--- src/rtl/sha_mem_pkg.sv ---
// sha_mem_pkg: shared arbiter state type and memory-port widths for the SHA cores
package sha_mem_pkg;

    localparam int MEM_ADDR_W = 16;
    localparam int MEM_DATA_W = 32;

    typedef enum logic {
        IDLE,
        OWN
    } arb_state_t;

endpackage

--- src/rtl/sha_mem_arbiter_rr_pick.sv ---
// rr_pick: combinational round-robin scan returning a one-hot pick starting after last
module rr_pick #(
    parameter int N  = 4,
    parameter int LW = $clog2(N)
) (
    input  logic [N-1:0]  req,
    input  logic [LW-1:0] last,
    output logic [N-1:0]  pick,
    output logic          any
);

    logic [LW-1:0] idx;

    assign any = |req;

    // scan offsets from far to near so the nearest set index after last wins
    always_comb begin
        pick = '0;
        idx  = '0;
        for (int k = N; k >= 1; k--) begin
            idx = LW'((int'(last) + k) % N);
            if (req[idx]) begin
                pick      = '0;
                pick[idx] = 1'b1;
            end
        end
    end

endmodule

--- src/rtl/sha_mem_arbiter.sv ---
// sha_mem_arbiter: round-robin locked-burst arbiter sharing one memory port among N_REQ cores
// Optional burst limit: define SHA_MEM_ARB_BURST_LIMIT_EN to preempt an owner after MAX_BURST accesses.
module sha_mem_arbiter
    import sha_mem_pkg::*;
#(
    parameter int N_REQ     = 4,
    parameter int MAX_BURST = 16
) (
    input  logic                        clk,
    input  logic                        reset_n,
    input  logic [N_REQ-1:0]            req,
    input  logic [N_REQ-1:0]            req_we,
    input  logic [N_REQ*MEM_ADDR_W-1:0] req_addr,
    input  logic [N_REQ*MEM_DATA_W-1:0] req_wdata,
    output logic [N_REQ-1:0]            gnt,
    output logic [N_REQ-1:0]            rd_valid,
    output logic [MEM_DATA_W-1:0]       rd_data,
    output logic                        mem_clk,
    output logic                        mem_we,
    output logic [MEM_ADDR_W-1:0]       mem_addr,
    output logic [MEM_DATA_W-1:0]       mem_write_data,
    input  logic [MEM_DATA_W-1:0]       mem_read_data
);

    localparam int LW = $clog2(N_REQ);

    if (N_REQ < 2 || N_REQ > 8) begin : g_bad_n
        $error("sha_mem_arbiter: N_REQ out of range");
    end
    if (MAX_BURST < 1 || MAX_BURST > 256) begin : g_bad_burst
        $error("sha_mem_arbiter: MAX_BURST out of range");
    end

    arb_state_t            state;
    logic [LW-1:0]         owner;
    logic [LW-1:0]         last;
    logic [LW-1:0]         pick_idx;
    logic [N_REQ-1:0]      pick;
    logic                  any;
    logic                  accept;
    logic                  own_we;
    logic [MEM_ADDR_W-1:0] own_addr;
    logic [MEM_DATA_W-1:0] own_wdata;
    logic                  burst_end;

    assign mem_clk = clk;
    assign rd_data = mem_read_data;

    rr_pick #(.N(N_REQ)) u_pick (
        .req  (req),
        .last (last),
        .pick (pick),
        .any  (any)
    );

    // encode the one-hot pick back to an owner index
    always_comb begin
        pick_idx = '0;
        for (int i = 0; i < N_REQ; i++) begin
            if (pick[i]) pick_idx = LW'(i);
        end
    end

    // mux the registered owner's access onto the memory; zeros whenever nothing is accepted
    always_comb begin
        own_we         = req_we[owner];
        own_addr       = req_addr[MEM_ADDR_W*int'(owner) +: MEM_ADDR_W];
        own_wdata      = req_wdata[MEM_DATA_W*int'(owner) +: MEM_DATA_W];
        accept         = (state == OWN) && req[owner];
        mem_we         = accept && own_we;
        mem_addr       = accept ? own_addr : '0;
        mem_write_data = accept ? own_wdata : '0;
    end

`ifdef SHA_MEM_ARB_BURST_LIMIT_EN
    logic [7:0] burst_cnt;

    assign burst_end = ({1'b0, burst_cnt} + 9'd1) == 9'(MAX_BURST);

    // count accepted accesses of the current grant; idle clears it before every new grant
    always_ff @(posedge clk or negedge reset_n) begin
        if (!reset_n) burst_cnt <= '0;
        else if (state == IDLE) burst_cnt <= '0;
        else if (accept) burst_cnt <= burst_cnt + 8'd1;
    end
`else
    assign burst_end = 1'b0;
`endif

    // grant FSM: pick a new owner from IDLE, hold it until release or burst exhaustion
    always_ff @(posedge clk or negedge reset_n) begin
        if (!reset_n) begin
            state <= IDLE;
            owner <= '0;
            last  <= LW'(N_REQ - 1);
            gnt   <= '0;
        end else if (state == IDLE) begin
            if (any) begin
                state <= OWN;
                owner <= pick_idx;
                last  <= pick_idx;
                gnt   <= pick;
            end
        end else if (!req[owner] || burst_end) begin
            state <= IDLE;
            gnt   <= '0;
        end
    end

    // tag each accepted read with its issuer so the return lands there next cycle
    always_ff @(posedge clk or negedge reset_n) begin
        if (!reset_n) rd_valid <= '0;
        else rd_valid <= (accept && !own_we) ? (N_REQ'(1) << owner) : '0;
    end

endmodule

--- config.mk ---
export PLATFORM = sky130hd
export DESIGN_NAME = sha_mem_arbiter
export DESIGN_NICKNAME = d
export VERILOG_FILES = /design/src/rtl/sha_mem_pkg.sv /design/src/rtl/sha_mem_arbiter_rr_pick.sv /design/src/rtl/sha_mem_arbiter.sv
export SDC_FILE = /design/constraint.sdc
export NUM_CORES = 1
export LEC_CHECK = 0
export ABC_AREA = 1
export CAP_MARGIN = 10
export CORE_AREA = 10 10 116 118
export CTS_BUF_LIST = sky130_fd_sc_hd__clkbuf_4 sky130_fd_sc_hd__clkbuf_8
export CTS_CLUSTER_DIAMETER = 60
export CTS_CLUSTER_SIZE = 30
export DETAILED_ROUTE_END_ITERATION = 7
export DIE_AREA = 0 0 126 128
export PLACE_DENSITY = 0.79
export SYNTH_ARGS = -nofsm -noshare
export SYNTH_HDL_FRONTEND = slang
export SYNTH_HIERARCHICAL = 1
export SYNTH_SLANG_ARGS = --single-unit
--- constraint.sdc ---
create_clock -name clk -period 2.7 [get_ports clk]
set_input_delay 0.675 -clock clk [delete_from_list [all_inputs] [get_ports clk]]
set_output_delay 0.675 -clock clk [all_outputs]
set_load 0.03 [all_outputs]
==> results of run 1 <==
## layout make-up
| cell class | count | area [um2] | area share |
|---|---|---|---|
| inverters | 18 | 76.32 | 0.01343 |
| multi-input cells | 496 | 2177 | 0.3832 |
| repair buffers | 282 | 2818 | 0.4959 |
| flip-flops and latches | 13 | 332.8 | 0.05858 |
| clock buffers | 8 | 98.84 | 0.01740 |
| well taps | 143 | 178.9 | 0.03149 |
## sequential cells by signal (all words and copies together) (netlist names)
register and count:
owner 2, gnt 4, last 2, state 1, rd_valid 4
## metal layers
| metal | track usage | vias up | wire length, um |
|---|---|---|---|
| met5 | 0 | - | 11 |
| met4 | 0.03952 | 2 | 266 |
| met3 | 0.05831 | 27 | 1653 |
| met2 | 0.2870 | 236 | 7957 |
| met1 | 0.2084 | 1985 | 6564 |
| li1 | - | 2282 | - |
## through the flow
stage	power (mW)	setup TNS, ps	setup WS (ps)
floorplan	3.595	0	429.8
global placement	4.749	0	6.405
detailed placement	4.775	-45.60	-23.46
CTS	5.131	-1.347	-1.324
global route	5.996	0	5.286
finish	5.513	0	98.90
## worst max-delay path: stages
cell and delay, ps:
sky130_fd_sc_hd__clkbuf_8 110, sky130_fd_sc_hd__clkbuf_8 120, sky130_fd_sc_hd__dlygate4sd2_1 350
## how the worst max path moves through the flow
stage	from	endpoint	slack, ps	cells after the start
after CTS	req[2]	mem_write_data[3]	-1	9
after floorplan	req[3]	mem_addr[0]	430	7
final	clk	mem_clk	100	3
after detailed placement	req[3]	mem_write_data[1]	-20	9
after global placement	req[3]	mem_write_data[10]	6	9
after global routing	owner[0]	mem_addr[5]	5	9
## cell usage after synthesis (all sizes together)
cell type / count / area, um2
buf: 59 / 466.7
inv: 15 / 56.31
dfrtp: 11 / 275.3
ha: 6 / 75.07
a21oi: 96 / 480.5
nor2: 106 / 410.4
or4: 1 / 7.510
clkbuf: 12 / 85.08
nand2: 256 / 975.9
clkinv: 3 / 12.51
o21ai: 8 / 51.30
dfstp: 2 / 52.55
nand3: 23 / 140.1
## power by group through the flow
| stage | registers (mW) | clock network, mW | logic (mW) |
|---|---|---|---|
| 2_1_floorplan | 0.402 | 0.0555 | 3.14 |
| 3_3_place_gp | 0.398 | 0.0617 | 4.29 |
| 3_5_place_dp | 0.403 | 0.0617 | 4.31 |
| 4_1_cts | 0.401 | 0.365 | 4.36 |
| 5_1_grt | 0.410 | 0.379 | 5.21 |
| 6_report | 0.396 | 0.356 | 4.76 |
## cells by family (layout without fill, tap and decap cells)
| family | after synthesis | count (layout) |
|---|---|---|
| compound gates | 104 | 104 |
| fa+ha+maj | 6 | 6 |
| buf+inv | 89 | 308 |
| flops | 13 | 13 |
| simple gates | 386 | 386 |
## timing repair
item / 4_1_cts / 5_1_grt
endpoints found under the setup margin: 31 / 49
buffers inserted: 0 / 2
gates cloned: 0 / 6
resized for setup: 5 / 19
==> reports/results.env, run 1 <==
WORSTREG2REGEND='owner[0]'
POWER.IR.VDD_WORST_uV=681.9
POSTSYNTHAREAPERCELL_UM2=5.166
PIN_COUNT_OF_THE_BIGGEST_NET_ENTERING_GLOBAL_ROUTING=60
RR_WORST_DEPTH=13
NET-SWITCHING-POWER_mW=3.176
YS_WARN_COUNT=6
SWITCHING_SHARE=0.5761
POST-DP-HPWL_UM=12380
PLACEMENT.IO_BUFFERS=259
DRTANTENNAVIOLNETS=0
DRV_SLEW=0
POWER.SHARE.SEQUENTIAL=0.072
LARGEST_FAMILY_OF_LOGIC_CELLS_BY_SYNTHESIZED_AREA='simple AND/OR/NAND/NOR gates'
DRC_ERRORS=0
POST_SYNTH_FA_HA_MAJ_AREA_FRACTION=0.02430
SYNTH.DISTINCT_CELLS=25
POSTSYNTHREGISTERBITS=13
P_LEAK_nW=2.649
TIMING.CLOCK.SKEW_PS=3.136
HOLD_WS_PS=506.3
MAXCLOCKFREQUENCY_MHz=387.5
FINAL_STAGE_NET_COUNT=1058
DRT-INITIAL-DRC-COUNT=361
GRT_OVERFLOW=0
SETUP_VIOLATIONS=0
WORST_SETUP_PATH_TYPE='clk2out'
SOURCE_OF_THE_WORST_HOLD_TIMING_PATH='gnt[2]'
DETAIL_ROUTE.FIRST_PASS.ITERATIONS=5
HOLD-PATH-CELL-COUNT=2
SYNTHCELLS=598
FLOORPLAN.DIE_AREA_MM2=0.01613
CLOCK_TREE_FROM_TRITONCTS='yes'
FILLERINSTANCES=1140
PERIOD_NEEDED_PS=2601
PERIOD_SHARE=0.9634
HOLD_VIOLATIONS=0
SYNTHXORXNORAREAFRAC=0
CRITICAL_PATH_FANOUT_MAX=2
P_INT_mW=2.337
SLEW-LIMIT-HEADROOM=0.5989
SYNTH_COMPOUND_GATE_AREA_SHARE=0.1721
ANTENNA_FOUND_INITIAL=1
PLACE_CONGESTION=0.8793
ENDPOINT_KIND='primary output'
FP.DIEW_UM=126
LEADING_CELL_TYPE_IN_THE_LAYOUT_FILL_AND_TAPS_EXCLUDED='sky130_fd_sc_hd__nand2_1'
INITIAL_CORE_UTIL=0.2753
WORST_EP_ARRIVAL_TIME_PS=1930
WORST_HOLD_PATH_ENDPOINT='gnt[2]'
GRT_PASS1_WL_UM=22850
VIA_COUNT_OF_THE_FIRST_GLOBAL_ROUTING_PASS=4101
TOTAL_CORE_AREA_MM2=0.01122
POSTROUTEWIRELENGTH_UM=16450
LAYOUT.CELL_AREA.NON_FILLER_MM2=0.005682
SETUP.REG_TO_REG.WORST_SLACK_PS=440
N_ANTENNA_CELL=0
DPL.CELL_COUNT=945
POSTCTSHOLDBUFS=0
SYNTH_FP_NETS=838
LAYOUT_COMMON_CELLS='sky130_fd_sc_hd__nand2_1 (249), sky130_fd_sc_hd__clkdlybuf4s50_1 (205), sky130_fd_sc_hd__nor2_1 (97), sky130_fd_sc_hd__a21oi_1 (96), sky130_fd_sc_hd__buf_4 (57)'
DIE_HEIGHT_UM=128
SYNTH.CELL_AREA_MM2=0.003089
POST_SYNTHESIS_TO_FINAL_LAYOUT_AREA_GROWTH_PCT=83.92
WL_PER_CELL_UM=17.14
OUTCOME='completed'
YS_SEQ_AREA_FRAC=0.1061
FINAL_LAYOUT_SIZE_SUFFIX_GT1_FRAC=0.1334
CLK_TRANSITION_REPORTED_PATHS_PS=60
YOSYS.AREA_SHARE.SIMPLE=0.4966
REG2REG_FROM='last[0]'
POSTLAYOUTCOREUTIL=0.5062
PIN_COUNT=324
SETUP.WORST_PATH.START_CLASS='clock port'
WORSTHOLDPATHTYPE='reg2reg'
WORSTSKEWPAIRLATENCY_PS=350
ROUTE.DETAILED.VIAS_PER_INST=4.721
ROUTE.VIAS.TOTAL=4532
WORST_EP_REQUIRED_TIME_PS=2030
GRT.TOTAL_USAGE=0.1719
GRT_SETUP_UNREPAIRED='false'
POSTPLACECELLAREA_MM2=0.005361
SYNTH_MUX_AREA_FRAC=0
FINALNONFILLERCELLS=960
TIMING_WORST_SLEW_PIN_VALUE_PS=599.8
NUMBER_OF_MAX_CAP_VIOLATIONS=0
SHARE_CLK_OF_TOTAL_POWER=0.065
POWER_PER_CELL_AREA_mW_PER_MM2=970.3
COMB_POWER_SHARE=0.864
CORE.ROWCOUNT=39
Power figures use the tool's default switching activity.
==> run 2, diff against run 1 <==
GPL_TIMING_DRIVEN = 0   (was not set)
SKIP_CTS_REPAIR_TIMING = 1   (was not set)
==> reports/results.env, run 2 (synthesis results as in run 1) <==
NUMBER_OF_MAX_CAP_VIOLATIONS=0  # unchanged
REG2REG_FROM='last[1]'
SETUP.WORST_PATH.START_CLASS='clock port'
MULTI_INPUT_COMB_AREA_MM2=0.002151  # -1.2%
HOLD_VIOLATIONS=0  # unchanged
SEQ_AREA_UM2=327.8  # -1.5%
SETUP_VIOLATIONS=0  # unchanged
VIA_COUNT_OF_THE_FIRST_GLOBAL_ROUTING_PASS=4769  # +16%
FINAL_LAYOUT_SIZE_SUFFIX_GT1_FRAC=0.1629  # +0.02953
WORSTSKEWPAIRLATENCY_PS=350  # about the same
RR_WORST_DEPTH=12  # -1
FINAL_STAGE_NET_COUNT=1137  # +7.5%
DPL.CELL_COUNT=1032  # +9.2%
SLEW-LIMIT-HEADROOM=0.5775  # -0.02142
POST-PLACE-WS_PS=-733.2  # -709.7 ps
OUTCOME='completed'
GRT_OVERFLOW=0  # unchanged
GRT_PASS1_WL_UM=27550  # +21%
CORE.ROWCOUNT=39  # unchanged
POSTPLACECELLAREA_MM2=0.006181  # +15%
PIN_COUNT_OF_THE_BIGGEST_NET_ENTERING_GLOBAL_ROUTING=14  # -77%
SOURCE_OF_THE_WORST_HOLD_TIMING_PATH='gnt[0]'
LAYOUT_COMMON_CELLS='sky130_fd_sc_hd__nand2_1 (249), sky130_fd_sc_hd__clkdlybuf4s50_1 (237), sky130_fd_sc_hd__nor2_1 (100), sky130_fd_sc_hd__a21oi_1 (96), sky130_fd_sc_hd__clkbuf_2 (51)'
TIMING_WORST_SLEW_PIN_VALUE_PS=633.8  # +34.01 ps
DRTANTENNAVIOLNETS=0  # unchanged
FILLERINSTANCES=1183  # +3.8%
WORST_EP_REQUIRED_TIME_PS=2030  # about the same
TIMING.CLOCK.SKEW_PS=5.087  # +1.951 ps
HOLD-PATH-CELL-COUNT=2  # unchanged
FINALNONFILLERCELLS=1040  # +8.3%
DRC_ERRORS=0  # unchanged
DRV_SLEW=0  # unchanged
DRT-INITIAL-DRC-COUNT=297  # -18%
DIE_HEIGHT_UM=128  # unchanged
POSTROUTEWIRELENGTH_UM=18560  # +13%
CRITICAL_PATH_LAUNCH_POINT='clk'
POST_SYNTHESIS_TO_FINAL_LAYOUT_AREA_GROWTH_PCT=96.60
WORST_SETUP_PATH_TYPE='clk2out'
TIMING.FINAL.WS_SETUP_PS=101.2  # +2.310 ps
ROUTE.VIAS.TOTAL=4786  # +5.6%
POST-DP-HPWL_UM=15350  # +24%
PLACE_CONGESTION=0.8912  # +1.4%
WORSTREG2REGEND='owner[1]'
CLOCK_TREE_FROM_TRITONCTS='yes'
GRT.TOTAL_USAGE=0.2110  # +0.03911
WORST_HOLD_PATH_ENDPOINT='gnt[0]'
FP.DIEW_UM=126  # unchanged
POSTLAYOUTCOREUTIL=0.5411  # +0.03489
WL_PER_CELL_UM=17.85  # +4.1%
POWER.IR.VDD_WORST_uV=616.8  # -9.5%
GRT_SETUP_UNREPAIRED='true'
PLACEMENT.IO_BUFFERS=291  # +12%
INITIAL_CORE_UTIL=0.2753  # unchanged
PIN_COUNT=324  # unchanged
CRITICAL_PATH_FANOUT_MAX=2  # unchanged
POWER_PER_CELL_AREA_mW_PER_MM2=892.9  # -8.0%
LEADING_CELL_TYPE_IN_THE_LAYOUT_FILL_AND_TAPS_EXCLUDED='sky130_fd_sc_hd__nand2_1'
DETAIL_ROUTE.FIRST_PASS.ITERATIONS=6  # +1
ENDPOINT_KIND='primary output'
SETUP.REG_TO_REG.WORST_SLACK_PS=420  # -20 ps
LAYOUT_TOP_REGISTERS='gnt: 4 flops, rd_valid: 4 flops'
CLK_TRANSITION_REPORTED_PATHS_PS=60  # about the same
ROUTE.DETAILED.VIAS_PER_INST=4.602  # -2.5%
LAYOUT.CELL_AREA.NON_FILLER_MM2=0.006073  # +6.9%
TOTAL_CORE_AREA_MM2=0.01122  # unchanged
P_LEAK_nW=2.903  # +9.6%
FLOORPLAN.DIE_AREA_MM2=0.01613  # unchanged
WORSTHOLDPATHTYPE='reg2reg'
WORST_EP_ARRIVAL_TIME_PS=1920  # about the same
ANTENNA_FOUND_INITIAL=1  # unchanged
-- run 2: cell types whose count changed in the layout (fill, tap and decap cells not counted), sizes merged --
| cell | change |
|---|---|
| diode | +1 |
| clkinv | +1 |
| clkbuf | +60 |
| dlygate4sd2 | -1 |
| buf | -14 |
| dlymetal6s2s | +1 |
| clkdlybuf4s50 | +32 |
-- run 2: area by class of cell --
cell class                 instances  area share
tap                              143     0.02946
clock inverter                     1   0.0008241
clock buffer                       7     0.01566
sequential                        13     0.05398
antenna                            1   0.0004120
multi-input combinational        496      0.3541
timing repair buffer             290      0.4400
buffer                            71     0.09415
inverter                          18     0.01133
-- run 2: stage by stage --
step	hold WS, ps	total power [mW]	setup TNS [ps]
2_1_floorplan	379.4	3.595	0
3_3_place_gp	485.2	5.308	-30040
3_5_place_dp	495.8	5.349	-31970
4_1_cts	519.4	5.670	-32530
5_1_grt	556.9	5.976	-10.82
6_report	522.8	5.423	0
-- run 2: worst max-delay path: stages --
cell	delay (ps)
sky130_fd_sc_hd__clkbuf_8	110
sky130_fd_sc_hd__clkbuf_8	120
sky130_fd_sc_hd__buf_4	120
sky130_fd_sc_hd__dlymetal6s2s_1	230
-- run 2: worst max-delay path by stage --
stage	to	slack [ps]	depth (start not counted)
after global routing	mem_write_data[5]	-9	8
after CTS	mem_we	-750	9
after floorplan	mem_addr[0]	430	7
after global placement	mem_we	-700	9
after detailed placement	mem_we	-730	9
final	mem_clk	100	4
-- run 2: power by group --
part | internal, mW | leakage (nW) | switching [mW]
Clock | 0.236 | 0.0649 | 0.133
Sequential | 0.282 | 0.165 | 0.0840
Combinational | 1.67 | 2.67 | 3.01
Total | 2.19 | 2.90 | 3.23
-- run 2: routing by layer --
layer / share of wire / GRT usage / wire length, um
met1: 0.42 / 0.2615 / 7717
met5: 0 / 0 / 0
met2: 0.49 / 0.3594 / 9081
met4: 0.015 / 0.04622 / 274
met3: 0.080 / 0.05376 / 1490
